$ cat src/rtl/smem_bck_pkg.sv
// Shared widths, status codes and context/entry types for the SMEM backward-extension stage 1.
package smem_bck_pkg;

    localparam int unsigned BCK_READ_NUM_W = 8;
    localparam int unsigned BCK_ADDR_W     = 7;
    localparam int unsigned BCK_CNT_W      = 64;
    localparam int unsigned BCK_INFO_W     = 32;
    localparam int unsigned BCK_DEPTH      = 101;
    localparam int unsigned BCK_PINFO_W    = 2 * BCK_INFO_W;

    localparam logic [5:0] ST_BUBBLE  = 6'd0;
    localparam logic [5:0] ST_F_INIT  = 6'd1;
    localparam logic [5:0] ST_F_RUN   = 6'd2;
    localparam logic [5:0] ST_F_BREAK = 6'd4;
    localparam logic [5:0] ST_BCK_INI = 6'd8;
    localparam logic [5:0] ST_BCK_RUN = 6'd16;
    localparam logic [5:0] ST_BCK_END = 6'd32;

    typedef struct packed {
        logic [5:0]                status;
        logic [BCK_READ_NUM_W-1:0] read_num;
        logic [BCK_ADDR_W-1:0]     backward_x;
        logic [BCK_ADDR_W-1:0]     primary;
        logic [BCK_CNT_W-1:0]      ok_x0;
        logic [BCK_CNT_W-1:0]      ok_x1;
        logic [BCK_CNT_W-1:0]      ok_x2;
        logic [BCK_CNT_W-1:0]      p_x0;
        logic [BCK_CNT_W-1:0]      p_x1;
        logic [BCK_CNT_W-1:0]      p_x2;
        logic [BCK_PINFO_W-1:0]    p_info;
        logic [BCK_CNT_W-1:0]      min_intv;
        logic                      iter_bound;
        logic [BCK_ADDR_W-1:0]     bi;
        logic [BCK_ADDR_W-1:0]     bj;
        logic [BCK_ADDR_W-1:0]     cur_wr_addr;
        logic [BCK_ADDR_W-1:0]     cur_rd_addr;
        logic [BCK_ADDR_W-1:0]     mem_wr_addr;
        logic [BCK_ADDR_W-1:0]     new_size;
        logic [BCK_ADDR_W-1:0]     new_last_size;
        logic [BCK_ADDR_W-1:0]     fwd_size;
        logic [BCK_ADDR_W-1:0]     last_mem_info;
        logic [BCK_CNT_W-1:0]      last_x2;
        logic [BCK_ADDR_W-1:0]     c;
    } bck_ctx_t;

    typedef struct packed {
        logic [BCK_CNT_W-1:0]   x0;
        logic [BCK_CNT_W-1:0]   x1;
        logic [BCK_CNT_W-1:0]   x2;
        logic [BCK_PINFO_W-1:0] info;
    } bck_ent_t;

    // Pointer steps wrap modulo 2^BCK_ADDR_W.
    function automatic logic [BCK_ADDR_W-1:0] addr_inc(input logic [BCK_ADDR_W-1:0] a);
        return a + BCK_ADDR_W'(1);
    endfunction

    function automatic logic [BCK_ADDR_W-1:0] addr_dec(input logic [BCK_ADDR_W-1:0] a);
        return a - BCK_ADDR_W'(1);
    endfunction

endpackage

$ cat src/rtl/smem_bck_ctrl_stage1_hs_decide.sv
// Combinational stage-1 decision: store selection, saturation and the next context.
module smem_bck_decide
    import smem_bck_pkg::*;
#(
    parameter int unsigned ADDR_W = BCK_ADDR_W,
    parameter int unsigned INFO_W = BCK_INFO_W,
    parameter int unsigned DEPTH  = BCK_DEPTH
)(
    input  bck_ctx_t          ctx_i,
    output bck_ctx_t          ctx_o,
    output logic              mem_we_o,
    output logic [ADDR_W-1:0] mem_addr_o,
    output bck_ent_t          mem_ent_o,
    output logic              curr_we_o,
    output logic [ADDR_W-1:0] curr_addr_o,
    output bck_ent_t          curr_ent_o,
    output logic              last_one_o,
    output logic              mem_sat_o,
    output logic              curr_sat_o
);

    localparam logic [ADDR_W-1:0] MEM_LAST = ADDR_W'(DEPTH - 1);

    logic              amb_s;
    logic              brk_s;
    logic              cond1_s;
    logic              cond2_s;
    logic              j_bound_s;
    logic [ADDR_W-1:0] new_i_s;

    // Decode the incoming context into stores and the context handed to stage 2.
    always_comb begin
        amb_s     = ctx_i.c >= ADDR_W'(4);
        new_i_s   = ctx_i.iter_bound ? '0 : addr_inc(ctx_i.bi);
        brk_s     = amb_s || ctx_i.iter_bound || (ctx_i.ok_x2 < ctx_i.min_intv);
        cond1_s   = brk_s && (ctx_i.new_size == '0)
                    && ((ctx_i.mem_wr_addr == '0) || (new_i_s < ctx_i.last_mem_info));
        cond2_s   = !brk_s && ((ctx_i.new_size == '0) || (ctx_i.ok_x2 != ctx_i.last_x2));
        j_bound_s = ctx_i.bj == addr_dec(ctx_i.new_last_size);

        ctx_o       = '0;
        mem_we_o    = 1'b0;
        mem_addr_o  = '0;
        mem_ent_o   = '0;
        curr_we_o   = 1'b0;
        curr_addr_o = '0;
        curr_ent_o  = '0;
        last_one_o  = 1'b0;
        mem_sat_o   = 1'b0;
        curr_sat_o  = 1'b0;

        case (ctx_i.status)
            ST_BCK_INI: begin
                ctx_o               = ctx_i;
                ctx_o.cur_rd_addr   = addr_dec(ctx_i.fwd_size);
                ctx_o.cur_wr_addr   = addr_dec(ctx_i.fwd_size);
                ctx_o.bj            = '0;
                ctx_o.new_last_size = ctx_i.fwd_size;
                ctx_o.new_size      = '0;
                ctx_o.mem_wr_addr   = '0;
                ctx_o.last_x2       = '0;
                ctx_o.last_mem_info = '0;
                if (ctx_i.backward_x == '0) begin
                    ctx_o.bi         = '0;
                    ctx_o.iter_bound = 1'b1;
                    ctx_o.c          = '0;
                end else begin
                    ctx_o.bi         = addr_dec(ctx_i.backward_x);
                    ctx_o.iter_bound = 1'b0;
                    ctx_o.c          = addr_dec(ctx_i.backward_x);
                end
            end
            ST_BCK_RUN: begin
                ctx_o             = ctx_i;
                ctx_o.c           = ctx_i.bi;
                ctx_o.cur_rd_addr = j_bound_s ? addr_dec(ctx_i.fwd_size) : addr_dec(ctx_i.cur_rd_addr);
                if (cond1_s) begin
                    mem_we_o            = 1'b1;
                    mem_addr_o          = ctx_i.mem_wr_addr;
                    mem_ent_o.x0        = ctx_i.p_x0;
                    mem_ent_o.x1        = ctx_i.p_x1;
                    mem_ent_o.x2        = ctx_i.p_x2;
                    mem_ent_o.info      = {INFO_W'(new_i_s), ctx_i.p_info[INFO_W-1:0]};
                    ctx_o.last_mem_info = new_i_s;
                    // The last MEM slot is rewritten rather than overrun.
                    if (ctx_i.mem_wr_addr == MEM_LAST) begin
                        mem_sat_o = 1'b1;
                    end else begin
                        ctx_o.mem_wr_addr = addr_inc(ctx_i.mem_wr_addr);
                    end
                end else begin
                    mem_we_o = 1'b0;
                end
                if (cond2_s) begin
                    curr_we_o       = 1'b1;
                    curr_addr_o     = ctx_i.cur_wr_addr;
                    curr_ent_o.x0   = ctx_i.ok_x0;
                    curr_ent_o.x1   = ctx_i.ok_x1;
                    curr_ent_o.x2   = ctx_i.ok_x2;
                    curr_ent_o.info = ctx_i.p_info;
                    ctx_o.new_size  = addr_inc(ctx_i.new_size);
                    ctx_o.last_x2   = ctx_i.ok_x2;
                    if (ctx_i.cur_wr_addr == '0) begin
                        curr_sat_o = 1'b1;
                    end else begin
                        ctx_o.cur_wr_addr = addr_dec(ctx_i.cur_wr_addr);
                    end
                end else begin
                    curr_we_o = 1'b0;
                end
                last_one_o = (ctx_i.new_size == '0) && cond2_s && j_bound_s;
            end
            ST_BUBBLE, ST_F_INIT, ST_F_RUN, ST_F_BREAK, ST_BCK_END: begin
                ctx_o = '0;
            end
            default: begin
                ctx_o = '0;
            end
        endcase
    end

endmodule

$ cat src/rtl/smem_bck_ctrl_stage1_hs.sv
// Backward-extension stage 1 with valid/ready flow control, single-shot store strobes and sticky overflow flags.
module smem_bck_ctrl_stage1_hs
    import smem_bck_pkg::*;
#(
    parameter int unsigned READ_NUM_W = BCK_READ_NUM_W,
    parameter int unsigned ADDR_W     = BCK_ADDR_W,
    parameter int unsigned CNT_W      = BCK_CNT_W,
    parameter int unsigned INFO_W     = BCK_INFO_W,
    parameter int unsigned DEPTH      = BCK_DEPTH
)(
    input  logic              clk,
    input  logic              rst,
    input  logic              in_valid,
    output logic              in_ready,
    input  bck_ctx_t          in_ctx,
    output logic              out_valid,
    input  logic              out_ready,
    output bck_ctx_t          out_ctx,
    output logic              last_one,
    output logic              mem_we,
    output logic [ADDR_W-1:0] mem_addr,
    output bck_ent_t          mem_data,
    output logic              curr_we,
    output logic [ADDR_W-1:0] curr_addr,
    output bck_ent_t          curr_data,
    output logic              mem_ovf,
    output logic              curr_ovf
);

    // The context types come from the package, so the module parameters must agree with it.
    if ((READ_NUM_W != BCK_READ_NUM_W) || (ADDR_W != BCK_ADDR_W) || (CNT_W != BCK_CNT_W)
        || (INFO_W != BCK_INFO_W) || (DEPTH == 0) || (DEPTH > (1 << ADDR_W))) begin : g_cfg_check
        $error("smem_bck_ctrl_stage1_hs: parameters inconsistent with smem_bck_pkg");
    end

    bck_ctx_t          dec_ctx_s;
    logic              dec_mem_we_s;
    logic [ADDR_W-1:0] dec_mem_addr_s;
    bck_ent_t          dec_mem_ent_s;
    logic              dec_curr_we_s;
    logic [ADDR_W-1:0] dec_curr_addr_s;
    bck_ent_t          dec_curr_ent_s;
    logic              dec_last_one_s;
    logic              dec_mem_sat_s;
    logic              dec_curr_sat_s;
    logic              accept_s;

    logic              out_valid_q, out_valid_d;
    bck_ctx_t          ctx_q, ctx_d;
    logic              last_one_q, last_one_d;
    logic              mem_we_q, mem_we_d;
    logic [ADDR_W-1:0] mem_addr_q, mem_addr_d;
    bck_ent_t          mem_data_q, mem_data_d;
    logic              curr_we_q, curr_we_d;
    logic [ADDR_W-1:0] curr_addr_q, curr_addr_d;
    bck_ent_t          curr_data_q, curr_data_d;
    logic              mem_ovf_q, mem_ovf_d;
    logic              curr_ovf_q, curr_ovf_d;

    smem_bck_decide #(
        .ADDR_W (ADDR_W),
        .INFO_W (INFO_W),
        .DEPTH  (DEPTH)
    ) u_decide (
        .ctx_i       (in_ctx),
        .ctx_o       (dec_ctx_s),
        .mem_we_o    (dec_mem_we_s),
        .mem_addr_o  (dec_mem_addr_s),
        .mem_ent_o   (dec_mem_ent_s),
        .curr_we_o   (dec_curr_we_s),
        .curr_addr_o (dec_curr_addr_s),
        .curr_ent_o  (dec_curr_ent_s),
        .last_one_o  (dec_last_one_s),
        .mem_sat_o   (dec_mem_sat_s),
        .curr_sat_o  (dec_curr_sat_s)
    );

    assign in_ready = !out_valid_q || out_ready;
    assign accept_s = in_valid && in_ready;

    // Next-state: load on accept, drop valid on drain, otherwise hold; strobes fire only on accept.
    always_comb begin
        out_valid_d = out_valid_q;
        ctx_d       = ctx_q;
        last_one_d  = last_one_q;
        mem_we_d    = 1'b0;
        mem_addr_d  = mem_addr_q;
        mem_data_d  = mem_data_q;
        curr_we_d   = 1'b0;
        curr_addr_d = curr_addr_q;
        curr_data_d = curr_data_q;
        mem_ovf_d   = mem_ovf_q;
        curr_ovf_d  = curr_ovf_q;
        if (accept_s) begin
            out_valid_d = 1'b1;
            ctx_d       = dec_ctx_s;
            last_one_d  = dec_last_one_s;
            mem_ovf_d   = mem_ovf_q || dec_mem_sat_s;
            curr_ovf_d  = curr_ovf_q || dec_curr_sat_s;
            if (dec_mem_we_s) begin
                mem_we_d   = 1'b1;
                mem_addr_d = dec_mem_addr_s;
                mem_data_d = dec_mem_ent_s;
            end else begin
                mem_we_d   = 1'b0;
            end
            if (dec_curr_we_s) begin
                curr_we_d   = 1'b1;
                curr_addr_d = dec_curr_addr_s;
                curr_data_d = dec_curr_ent_s;
            end else begin
                curr_we_d   = 1'b0;
            end
        end else if (out_ready) begin
            out_valid_d = 1'b0;
            last_one_d  = 1'b0;
        end else begin
            out_valid_d = out_valid_q;
        end
    end

    // State and output registers with synchronous active-low reset.
    always_ff @(posedge clk) begin
        if (!rst) begin
            out_valid_q <= 1'b0;
            ctx_q       <= '0;
            last_one_q  <= 1'b0;
            mem_we_q    <= 1'b0;
            mem_addr_q  <= '0;
            mem_data_q  <= '0;
            curr_we_q   <= 1'b0;
            curr_addr_q <= '0;
            curr_data_q <= '0;
            mem_ovf_q   <= 1'b0;
            curr_ovf_q  <= 1'b0;
        end else begin
            out_valid_q <= out_valid_d;
            ctx_q       <= ctx_d;
            last_one_q  <= last_one_d;
            mem_we_q    <= mem_we_d;
            mem_addr_q  <= mem_addr_d;
            mem_data_q  <= mem_data_d;
            curr_we_q   <= curr_we_d;
            curr_addr_q <= curr_addr_d;
            curr_data_q <= curr_data_d;
            mem_ovf_q   <= mem_ovf_d;
            curr_ovf_q  <= curr_ovf_d;
        end
    end

    assign out_valid = out_valid_q;
    assign out_ctx   = ctx_q;
    assign last_one  = last_one_q;
    assign mem_we    = mem_we_q;
    assign mem_addr  = mem_addr_q;
    assign mem_data  = mem_data_q;
    assign curr_we   = curr_we_q;
    assign curr_addr = curr_addr_q;
    assign curr_data = curr_data_q;
    assign mem_ovf   = mem_ovf_q;
    assign curr_ovf  = curr_ovf_q;

endmodule
$ cat config.mk
export PLATFORM = sky130hd
export DESIGN_NAME = smem_bck_ctrl_stage1_hs
export DESIGN_NICKNAME = d
export VERILOG_FILES = /design/src/rtl/smem_bck_pkg.sv /design/src/rtl/smem_bck_ctrl_stage1_hs_decide.sv /design/src/rtl/smem_bck_ctrl_stage1_hs.sv
export SDC_FILE = /design/constraint.sdc
export NUM_CORES = 2
export LEC_CHECK = 0
export ABC_AREA = 1
export CAP_MARGIN = 20
export CORE_AREA = 2 2 726 728
export CTS_BUF_LIST = sky130_fd_sc_hd__clkbuf_4
export DETAILED_ROUTE_END_ITERATION = 12
export DIE_AREA = 0 0 728 730
export PLACE_DENSITY = 0.3
export SYNTH_ARGS = -nofsm -noshare
export SYNTH_HDL_FRONTEND = slang
export SYNTH_HIERARCHICAL = 1
export SYNTH_SLANG_ARGS = --single-unit
$ cat constraint.sdc
create_clock -name clk -period 5.3 [get_ports clk]
set_clock_uncertainty 0.15 [all_clocks]
set_input_delay 1.06 -clock clk [delete_from_list [all_inputs] [get_ports clk]]
set_output_delay 1.06 -clock clk [all_outputs]
set_load 0.02 [all_outputs]
==> flow_metrics.py <==
metrics = {
    "run_status": {
        "status": "finished clean",
    },
    "finish": {
        "finalNetCount": 13200,
        "fillerInstances": 60700,
        "seqCellArea_um2": 24200,
        "multi_input_area_um2": 26200,
        "drive_above_1_share": 0.0861,
        "syn2layout_area_growth_pct": 60.1,
        "final_area_um2": 99200,
    },
    "timing": {
        "timing.setup.tns_ns": 0,
        "fmax_mhz": 221,
        "setup_viol": 0,
        "rsz0062_at_grt": "false",
        "relSlewSlack": 0.252,
        "finalCritPeriodShare": 0.854,
        "period_needed_ns": 4.52,
        "worstMarginPinSlew_ns": 1.12,
        "hold_viol": 0,
        "maxSlewViolCount": 0,
    },
    "yosys": {
        "synth_seq_cells": 1207,
        "synth.area.top_cells": "dfxtp_1, nor2_1, inv_1, nand2_1, nand4_1",
        "synth-edff-count": 0,
        "yosysTopAreaCell": "dfxtp_1",
        "postSynth.asyncResetShare": 0,
        "ys_seq_area_frac": 0.390,
        "yosysTopAreaCellShare": 0.390,
        "syn_inst": 10100,
        "synthesis.area_um2": 62000,
        "synthFlopType": "dfxtp_1",
        "syn_area_per_cell_um2": 6.16,
        "synthTopCellsByCount": "nor2_1, inv_1, nand2_1, dfxtp_1, o21ai_0",
        "netlist-cell-type-count": 40,
        "synth_warnings": 6,
        "yosysMostFrequentCell": "nor2_1",
    },
    "floorplan": {
        "ios": 1887,
        "start_util": 0.118,
        "coreArea_um2": 524000,
        "die-area_um2": 531000,
        "die_w_um": 728,
        "die_y_um": 730,
        "rows": 266,
    },
    "detailed_routing": {
        "wl_um": 478000,
        "drt_iter0_drc": 4123,
        "drt_pass1_iterations": 6,
        "ant_nets": 0,
        "vias": 70500,
        "wire_per_inst_um": 24.2,
        "drcViolationCount": 0,
        "via_per_inst": 3.57,
    },
    "clocking": {
        "cts_buffers": 421,
        "cts_max_path_buffers": 4,
        "clk_latency_ns": 1.44,
        "cts_tree": "done",
        "cts_resized": 0,
        "clock-sinks": 1207,
        "cts-root-buf": "clkbuf_4",
        "h-tree-depth": 5,
        "clkSlewWorstSetupHoldPaths_ns": 0.06,
        "cts_setup_buffers": 0,
    },
    "place": {
        "portBuffers": 1884,
        "placed_cell_area_um2": 90600,
        "gp_congestion": 0.876,
        "place_hpwl_um": 382000,
    },
    "grt": {
        "grt_pass1_wl_um": 628000,
        "grt_pass1_vias": 69100,
        "antenna_found_initial": 84,
        "grt_usage": 0.172,
        "grt-ovfl-total": 0,
        "grt_max_degree": 128,
    },
    "pwr": {
        "cellPowerDensity_nw_per_um2": 253,
        "ir_worst_vdd_uv": 136,
        "leakage_nw": 42.6,
    },
    "setup_path": {
        "crit_fanout": 63,
        "crit_required_ns": 6.59,
        "path_class": "in -> reg",
        "worstPathArrival_ns": 5.81,
        "critPathCaptureType": "flip-flop",
        "critPathLaunchType": "input port",
    },
    "job": {
        "drv_cap": 0,
    },
    "min_path": {
        "worstHoldPathType": "in -> reg",
    },
}
==> where the power goes <==
group          internal, mW  switching [mW]  leakage [nW]
logic                  1.68            2.82          29.5
registers              9.40           0.185          9.85
clock network          5.67            5.37          3.22
total                  16.8            8.37          42.6
==> worst max-delay path, stage by stage <==
cell             delay, ns
dlygate4sd3_1         0.54
clkdlybuf4s50_1       0.49
inv_1                 0.08
ha_1                  0.31
a21oi_1               0.22
nor2_1                0.07
nor3_1                0.29
a21oi_1               0.13
nor2_1                0.10
nand2_1               0.17
nand2_1               0.14
nand2_2               0.20
a21oi_4               0.22
nand3_4               0.21
inv_8                 0.17
buf_12                0.16
buf_12                0.34
nand4_1               0.13
dlygate4sd3_1         0.61
nand2_1               0.06
nor2_1                0.04
==> final timing paths <==
kind,from,to,slack (ns),cells after the start
worst max register to register,out_valid$_SDFFE_PN0P_,mem_data[80]$_SDFFE_PN0P_,2.15,7
worst min register to register,mem_ovf$_SDFFE_PN0P_,mem_ovf$_SDFFE_PN0P_,0.30,2
worst min-delay path,in_ctx[534],curr_data[143]$_SDFFE_PN0P_,0.29,7
worst max-delay path,in_ctx[156],mem_data[80]$_SDFFE_PN0P_,0.78,21
==> layer usage <==
metal / wire [um] / track usage / share of wire / up-vias
met5: 354 / 0 / 0.00074 / -
met4: 15900 / 0.0523 / 0.033 / 52
met3: 36400 / 0.0508 / 0.076 / 623
met2: 226000 / 0.293 / 0.47 / 2212
met1: 199000 / 0.207 / 0.42 / 32800
li1: - / - / - / 34800
==> registers in the layout (all words and copies together) (netlist names), 7 cells and up <==
name       flops
out_ctx      675
curr_data    256
mem_data     256
curr_addr      7
mem_addr       7
==> logic make-up (layout without fill, tap and decap cells) <==
kind of cell    Yosys count  after routing  share of synthesized area
xor+xnor                 70             70                    0.00989
buf+inv                2956           5582                      0.190
other cells               1             70                  0.0000605
compound gates          861            861                     0.0707
simple gates           4892           4892                      0.323
flops                  1207           1207                      0.390
fa+ha+maj                81             81                     0.0164
mux                       1              1                   0.000162
==> cell type report <==
| class | count | area share |
|---|---|---|
| Multi-Input combinational cell | 5934 | 0.264 |
| Antenna cell | 41 | 0.00103 |
| Inverter | 2260 | 0.0857 |
| Tap cell | 6968 | 0.0879 |
| Timing Repair Buffer | 2586 | 0.263 |
| Clock inverter | 81 | 0.00492 |
| Sequential cell | 1207 | 0.244 |
| Clock buffer | 655 | 0.0496 |
==> per-stage QoR <==
step	hold WS (ns)	utilization	setup WS, ns	std cells	power (mW)
finish	0.287	0.190	0.775	19700	25.1
global route	0.109	0.189	0.606	19700	26.6
CTS	0.00000688	0.189	0.415	19700	25.9
detailed placement	0.288	0.173	0.00291	18600	14.2
global placement	0.287	0.173	0.0381	18600	14.2
floorplan	0.369	-	1.05	10100	11.4
==> placed cells by master, fill, tap and decap left out, types with 7 or more instances in the layout <==
cell type	synthesis	final
dfxtp_1	1207	1207
nand4_1	569	569
conb_1	1	29
xnor2_1	33	33
o21ai_1	119	122
a21oi_1	44	44
nor3_1	16	16
inv_1	2256	2254
clkdlybuf4s50_1	0	1879
diode_2	0	41
ha_1	81	81
inv_8	0	7
dlygate4sd3_1	0	316
clkbuf_4	0	655
nand3_1	94	91
buf_12	0	94
nor2_1	2966	2965
clkinv_1	0	56
nand2_1	1223	1223
o21ai_0	655	652
xor2_1	37	37
o22ai_1	35	35
buf_4	50	295
==> timing repair <==
item | 4_1_cts | 5_1_grt
hold buffers | 316 | 0
endpoints found under the setup margin | 0 | 0
hold endpoints to repair | 597 | 0
(Power assumes the default switching activity.)
